<file path="config.mk">
export PLATFORM = sky130hd
export DESIGN_NAME = ex_decim_acc
export DESIGN_NICKNAME = d
export VERILOG_FILES = /design/src/rtl/ex_pkg.sv /design/src/rtl/ex_shift_sat.sv /design/src/rtl/ex_decim_acc.sv
export SDC_FILE = /design/constraint.sdc
export NUM_CORES = 1
export LEC_CHECK = 0
export ABC_AREA = 1
export CELL_PAD_IN_SITES_DETAIL_PLACEMENT = 1
export CELL_PAD_IN_SITES_GLOBAL_PLACEMENT = 2
export CORE_AREA = 2 2 213 152
export CTS_CLUSTER_SIZE = 16
export DETAILED_ROUTE_END_ITERATION = 10
export DIE_AREA = 0 0 215 154
export GPL_TIMING_DRIVEN = 0
export PLACE_DENSITY_LB_ADDON = 0.15
export SYNTH_ARGS = -nofsm -noshare
export SYNTH_HDL_FRONTEND = slang
export SYNTH_HIERARCHICAL = 1
export SYNTH_SLANG_ARGS = --single-unit
</file>
<file path="constraint.sdc">
create_clock -name clk -period 4.9 [get_ports clk]
set_input_delay 1.225 -clock clk [delete_from_list [all_inputs] [get_ports clk]]
set_output_delay 1.225 -clock clk [all_outputs]
set_load 0.05 [all_outputs]
</file>
<file path="src/rtl/ex_pkg.sv">
// ex_pkg: shared helpers for the decimating accumulator family
//   clog2          - ceiling log2 of a positive integer (clog2(1) = 0)
//   ch_w           - index width for n entries, never less than 1
//   acc_w          - accumulator width: sample width plus growth for decim samples
//   SAT_WRAP/CLAMP - encodings of the SAT_MODE parameter
package ex_pkg;
    localparam int SAT_WRAP  = 0;
    localparam int SAT_CLAMP = 1;

    function automatic int clog2(input int v);
        int r;
        r = 0;
        for (int i = 0; i < 31; i++)
            if ((32'sd1 <<< i) < v) r = i + 1;
        return r;
    endfunction

    function automatic int ch_w(input int n);
        return (n > 1) ? clog2(n) : 1;
    endfunction

    function automatic int acc_w(input int data_w, input int decim);
        return data_w + clog2(decim);
    endfunction
endpackage

</file>
<file path="src/rtl/ex_shift_sat.sv">
// ex_shift_sat: combinational arithmetic right shift followed by saturate or wrap
//   din  - signed IN_W value to scale
//   dout - signed OUT_W result (floor shift, then clamp or keep low bits)
//   ovf  - result did not fit OUT_W and was clamped or wrapped
module ex_shift_sat
    import ex_pkg::*;
#(
    parameter int IN_W     = 34,
    parameter int OUT_W    = 16,
    parameter int SHIFT    = 0,
    parameter int SAT_MODE = SAT_CLAMP
) (
    input  logic signed [IN_W-1:0]  din,
    output logic signed [OUT_W-1:0] dout,
    output logic                    ovf
);
    logic signed [IN_W-1:0] r;
    assign r = din >>> SHIFT;
    if (OUT_W >= IN_W) begin : g_ext
        assign dout = OUT_W'(r);
        assign ovf  = 1'b0;
    end else begin : g_nar
        logic fits;
        // value fits when every bit from the output sign bit upward equals the sign
        assign fits = r[IN_W-1:OUT_W-1] == {(IN_W-OUT_W+1){r[IN_W-1]}};
        assign ovf  = !fits;
        if (SAT_MODE == SAT_CLAMP) begin : g_clamp
            // negative overflow -> 100..0, positive overflow -> 011..1
            assign dout = fits ? r[OUT_W-1:0] : {r[IN_W-1], {(OUT_W-1){!r[IN_W-1]}}};
        end else begin : g_wrap
            assign dout = r[OUT_W-1:0];
        end
    end
endmodule

</file>
<file path="src/rtl/ex_decim_acc.sv">
// ex_decim_acc: multi-channel decimating accumulator with scaled, saturating or wrapping output
//   clk, rst      - rising-edge clock, asynchronous active-low reset
//   data_in, ce   - signed sample, taken on the edge where ce=1
//   ch_id         - channel of the sample; ids >= CHANNELS are ignored
//   clear         - synchronous clear of all partial sums (same-cycle sample dropped)
//   data_valid    - one-cycle strobe for each completed block of DECIM samples
//   data_out      - scaled block sum, held between strobes
//   data_ch       - channel of data_out, held between strobes
//   overflow      - with data_valid: the result was clamped or wrapped
module ex_decim_acc
    import ex_pkg::*;
#(
    parameter int  DATA_W   = 32,
    parameter int  OUT_W    = 32,
    parameter int  CHANNELS = 4,
    parameter int  DECIM    = 8,
    parameter int  SHIFT    = 3,
    parameter int  SAT_MODE = SAT_CLAMP,
    localparam int CH_W     = ch_w(CHANNELS)
) (
    input  logic                     clk,
    input  logic                     rst,
    input  logic signed [DATA_W-1:0] data_in,
    input  logic                     ce,
    input  logic [CH_W-1:0]          ch_id,
    input  logic                     clear,
    output logic                     data_valid,
    output logic signed [OUT_W-1:0]  data_out,
    output logic [CH_W-1:0]          data_ch,
    output logic                     overflow
);
    localparam int ACC_W = acc_w(DATA_W, DECIM);
    localparam int CNT_W = ch_w(DECIM);

    logic signed [ACC_W-1:0] acc [CHANNELS];
    logic [CNT_W-1:0]        cnt [CHANNELS];
    logic signed [ACC_W-1:0] sum, sum_q;
    logic [CH_W-1:0]         ch_q;
    logic                    hit, last, done_q, ovf;
    logic signed [OUT_W-1:0] res;

    assign hit  = ce && !clear && (32'(ch_id) < CHANNELS);
    assign sum  = acc[ch_id] + ACC_W'(data_in);
    assign last = 32'(cnt[ch_id]) == DECIM - 1;

    // accumulate; a completing sample hands its sum to the output pipeline stage
    always_ff @(posedge clk or negedge rst) begin
        if (!rst) begin
            for (int c = 0; c < CHANNELS; c++) begin
                acc[c] <= '0;
                cnt[c] <= '0;
            end
            done_q <= 1'b0;
            sum_q  <= '0;
            ch_q   <= '0;
        end else begin
            done_q <= hit && last;
            if (hit && last) begin
                sum_q <= sum;
                ch_q  <= ch_id;
            end
            if (clear) begin
                for (int c = 0; c < CHANNELS; c++) begin
                    acc[c] <= '0;
                    cnt[c] <= '0;
                end
            end else if (hit) begin
                acc[ch_id] <= last ? '0 : sum;
                cnt[ch_id] <= last ? '0 : cnt[ch_id] + 1'b1;
            end
        end
    end

    ex_shift_sat #(
        .IN_W    (ACC_W),
        .OUT_W   (OUT_W),
        .SHIFT   (SHIFT),
        .SAT_MODE(SAT_MODE)
    ) u_shift_sat (
        .din (sum_q),
        .dout(res),
        .ovf (ovf)
    );

    // result register: data_out/data_ch hold, strobe and overflow drop back to 0
    always_ff @(posedge clk or negedge rst) begin
        if (!rst) begin
            data_valid <= 1'b0;
            data_out   <= '0;
            data_ch    <= '0;
            overflow   <= 1'b0;
        end else begin
            data_valid <= done_q;
            overflow   <= done_q && ovf;
            if (done_q) begin
                data_out <= res;
                data_ch  <= ch_q;
            end
        end
    end
endmodule

</file>
==> results of run 1 <==
[per-stage QoR]
| step | utilization | std cells | power [mW] | hold slack [ps] |
|---|---|---|---|---|
| after floorplan | - | 1466 | 2.323 | 351.9 |
| after global placement | 0.4255 | 1959 | 2.603 | 354.8 |
| after detailed placement | 0.4275 | 1961 | 2.617 | 366.1 |
| after CTS | 0.4524 | 2003 | 4.442 | 380.0 |
| after global routing | 0.4540 | 2003 | 4.594 | 397.1 |
| final | 0.4540 | 2003 | 4.415 | 377.9 |
[final cells by class]
class | instances | area share
clock buffer | 36 | 0.05166
sequential | 223 | 0.3972
multi-input combinational | 1018 | 0.3831
timing repair buffer | 75 | 0.05647
inverter | 136 | 0.03634
tap | 420 | 0.03741
clock inverter | 6 | 0.003206
buffer | 89 | 0.03465
[routing by layer]
layer	wire length [um]	vias up	global-route usage
met2	17710	276	0.3789
met4	595	0	0.04499
met5	0	-	0
met3	2644	40	0.05104
li1	-	5002	-
met1	21570	5281	0.4030
[power groups by stage]
stage	combinational, mW	sequential, mW	clock [mW]
floorplan	0.363	1.96	0
global placement	0.636	1.97	0
detailed placement	0.651	1.97	0
CTS	0.656	1.93	1.85
global route	0.732	1.94	1.92
finish	0.667	1.93	1.82
[registers in the layout (all words and copies together) (netlist names)]
signal      cells
data_out       32
cnt            12
data_valid      1
overflow        1
ch_q            2
sum_q          32
data_ch         2
acc           140
done_q          1
[final timing paths]
kind / from / to / cells past startpoint
min: done_q / data_valid / 0
max: ch_id[1] / acc[18] / 17
min reg2reg: done_q / data_valid / 0
min in group asynchronous: rst / sum_q[3] / 1
max reg2reg: acc[105] / sum_q[32] / 16
max in group asynchronous: rst / acc[122] / 3
[repair_timing]
| item | 4_1_cts | 5_1_grt |
|---|---|---|
| hold buffers | 0 | 0 |
| endpoints found under the hold margin | 0 | 0 |
| resized for setup | 1 | 24 |
| setup endpoints to repair | 9 | 122 |
| pin swaps | 0 | 0 |
[worst max-delay path: stages]
cell and delay [ps]:
sky130_fd_sc_hd__clkdlybuf4s50_1 550, sky130_fd_sc_hd__inv_1 200, sky130_fd_sc_hd__nand2_2 190, sky130_fd_sc_hd__inv_2 160, sky130_fd_sc_hd__clkbuf_2 300, sky130_fd_sc_hd__a22oi_1 340
sky130_fd_sc_hd__nand3_1 270, sky130_fd_sc_hd__ha_1 430, sky130_fd_sc_hd__nand2_1 110, sky130_fd_sc_hd__inv_1 70, sky130_fd_sc_hd__nand2_2 120, sky130_fd_sc_hd__inv_1 70
sky130_fd_sc_hd__a21oi_2 220, sky130_fd_sc_hd__nand3_2 150, sky130_fd_sc_hd__xor2_2 240, sky130_fd_sc_hd__nand2_1 250, sky130_fd_sc_hd__o21ai_1 190
==> results.toml, run 1 <==
[outcome]
result_of_the_run = "complete, no violations"

[global_route]
globalRoute.totalOverflow = 0
gr-usage-all-layers = 0.2606
grt_pass1_wl_um = 65650
grt_max_degree = 98
initial_antenna_violation_count = 1
via_count_of_the_first_global_routing_pass = 10820

[yosys]
avgSynthCellArea_um2 = 8.125
synth_cells = 1466
netlist_area_mm2 = 0.01191
syn_nets = 1541
yosys_warnings = 6

[layout]
antenna_cells = 0
final_cell_area_excluding_filler_cells_mm2 = 0.01405
multiInputGateArea_mm2 = 0.005381
final_layout_size_suffix_gt1_frac = 0.1213
num-nets-final = 1642
regArea_mm2 = 0.005580
fill_cells = 3734
most-common-layout-cells = "sky130_fd_sc_hd__nand2_1, sky130_fd_sc_hd__dfrtp_1, sky130_fd_sc_hd__inv_1, sky130_fd_sc_hd__nand3_1, sky130_fd_sc_hd__clkdlybuf4s50_1"
most_frequent_standard_cell_in_the_layout_excluding_fill_and_tap_cells = "sky130_fd_sc_hd__nand2_1"
syn_to_final_growth_pct = 17.94

[clock_network]
clk_pin_slew_worst_paths_ps = 60
clock_tree.buffer_depth = 3
post_cts.repair.setup_buffers = 0
cts_num_sinks = 223
cts_inserted_buffers = 24
cts_root_buf = "sky130_fd_sc_hd__clkbuf_16"
clk-insertion-delay-late_ps = 550
cts_htree_levels = 1
tritoncts = "built"

[timing]
number_of_max_slew_violations_in_the_final_report = 0
post-route-worst-setup-slack_ps = 258.9
skew_ps = 19.64
timing.fmax_ghz = 0.2155
final_cycle_share = 0.9472
timing.setup.tns_ps = 0
finalSetupViolations = 0
timing_worst_slew_pin_value_ps = 735.9
timing.max_slew.rel_slack = 0.5094
finalHoldViolations = 0
timing.final.crit_period_ps = 4641
grt_setup_unrepaired = "no"

[drt]
drt_first_pass_iters = 5
routed_wirelength_um = 42520
detail-route-antenna-nets = 0
wl_per_cell_um = 21.23
drt_iter0_markers = 842
post_drt_via_cell_ratio = 5.292
route.vias.total = 10600
remaining_design_rule_violation_count = 0

[floorplan]
floorplan.die_area_mm2 = 0.03311
effective_utilization_at_floorplan = 0.3849
die_w_um = 215
core_mm2 = 0.03094
core.rowCount = 54
vertical_extent_of_the_die_um = 154
io_pins = 74

[hold_path]
hp-class = "reg2reg"

[placed_design]
placer_congestion = 0.8954
hpwlAfterDp_um = 31960
port-buffer-count = 73
pre_cts_slack_ps = -653.1
place_area_mm2 = 0.01323

[critical_path]
setup_crit_end_kind = "flop"
timing_worst_setup_path_type = "in2reg"
cp_data_required_time_ps = 5370
cp.arrival_ps = 5110
setup.worst_path.start_class = "input pin"
rrSetupSlack_ps = 1760
critical_path.max_fanout = 10

[power_and_ir_drop]
leakage_nw = 7.261
power_frac_seq = 0.438
internal_power_mw = 3.110
p_comb_frac = 0.151
cellPowerDensity_mw_per_mm2 = 314.3
peakVddDrop_uv = 209.0
p_sw_mw = 1.305
sw_frac_of_total = 0.2957
share_clk_of_total_power = 0.411

[flow_run]
maxCapViolCount = 0
Power figures use the tool's default switching activity.
==> inputs of run 2 (changes only) <==
--- a/config.mk
+++ b/config.mk
@@ -13,6 +13,7 @@
 export DETAILED_ROUTE_END_ITERATION = 10
 export DIE_AREA = 0 0 215 154
 export GPL_TIMING_DRIVEN = 0
+export HOLD_SLACK_MARGIN = 0.06
 export PLACE_DENSITY_LB_ADDON = 0.15
 export SYNTH_ARGS = -nofsm -noshare
 export SYNTH_HDL_FRONTEND = slang
==> results of run 2 <==
The final DEF is identical to that of run 1; final timing and power are the same.
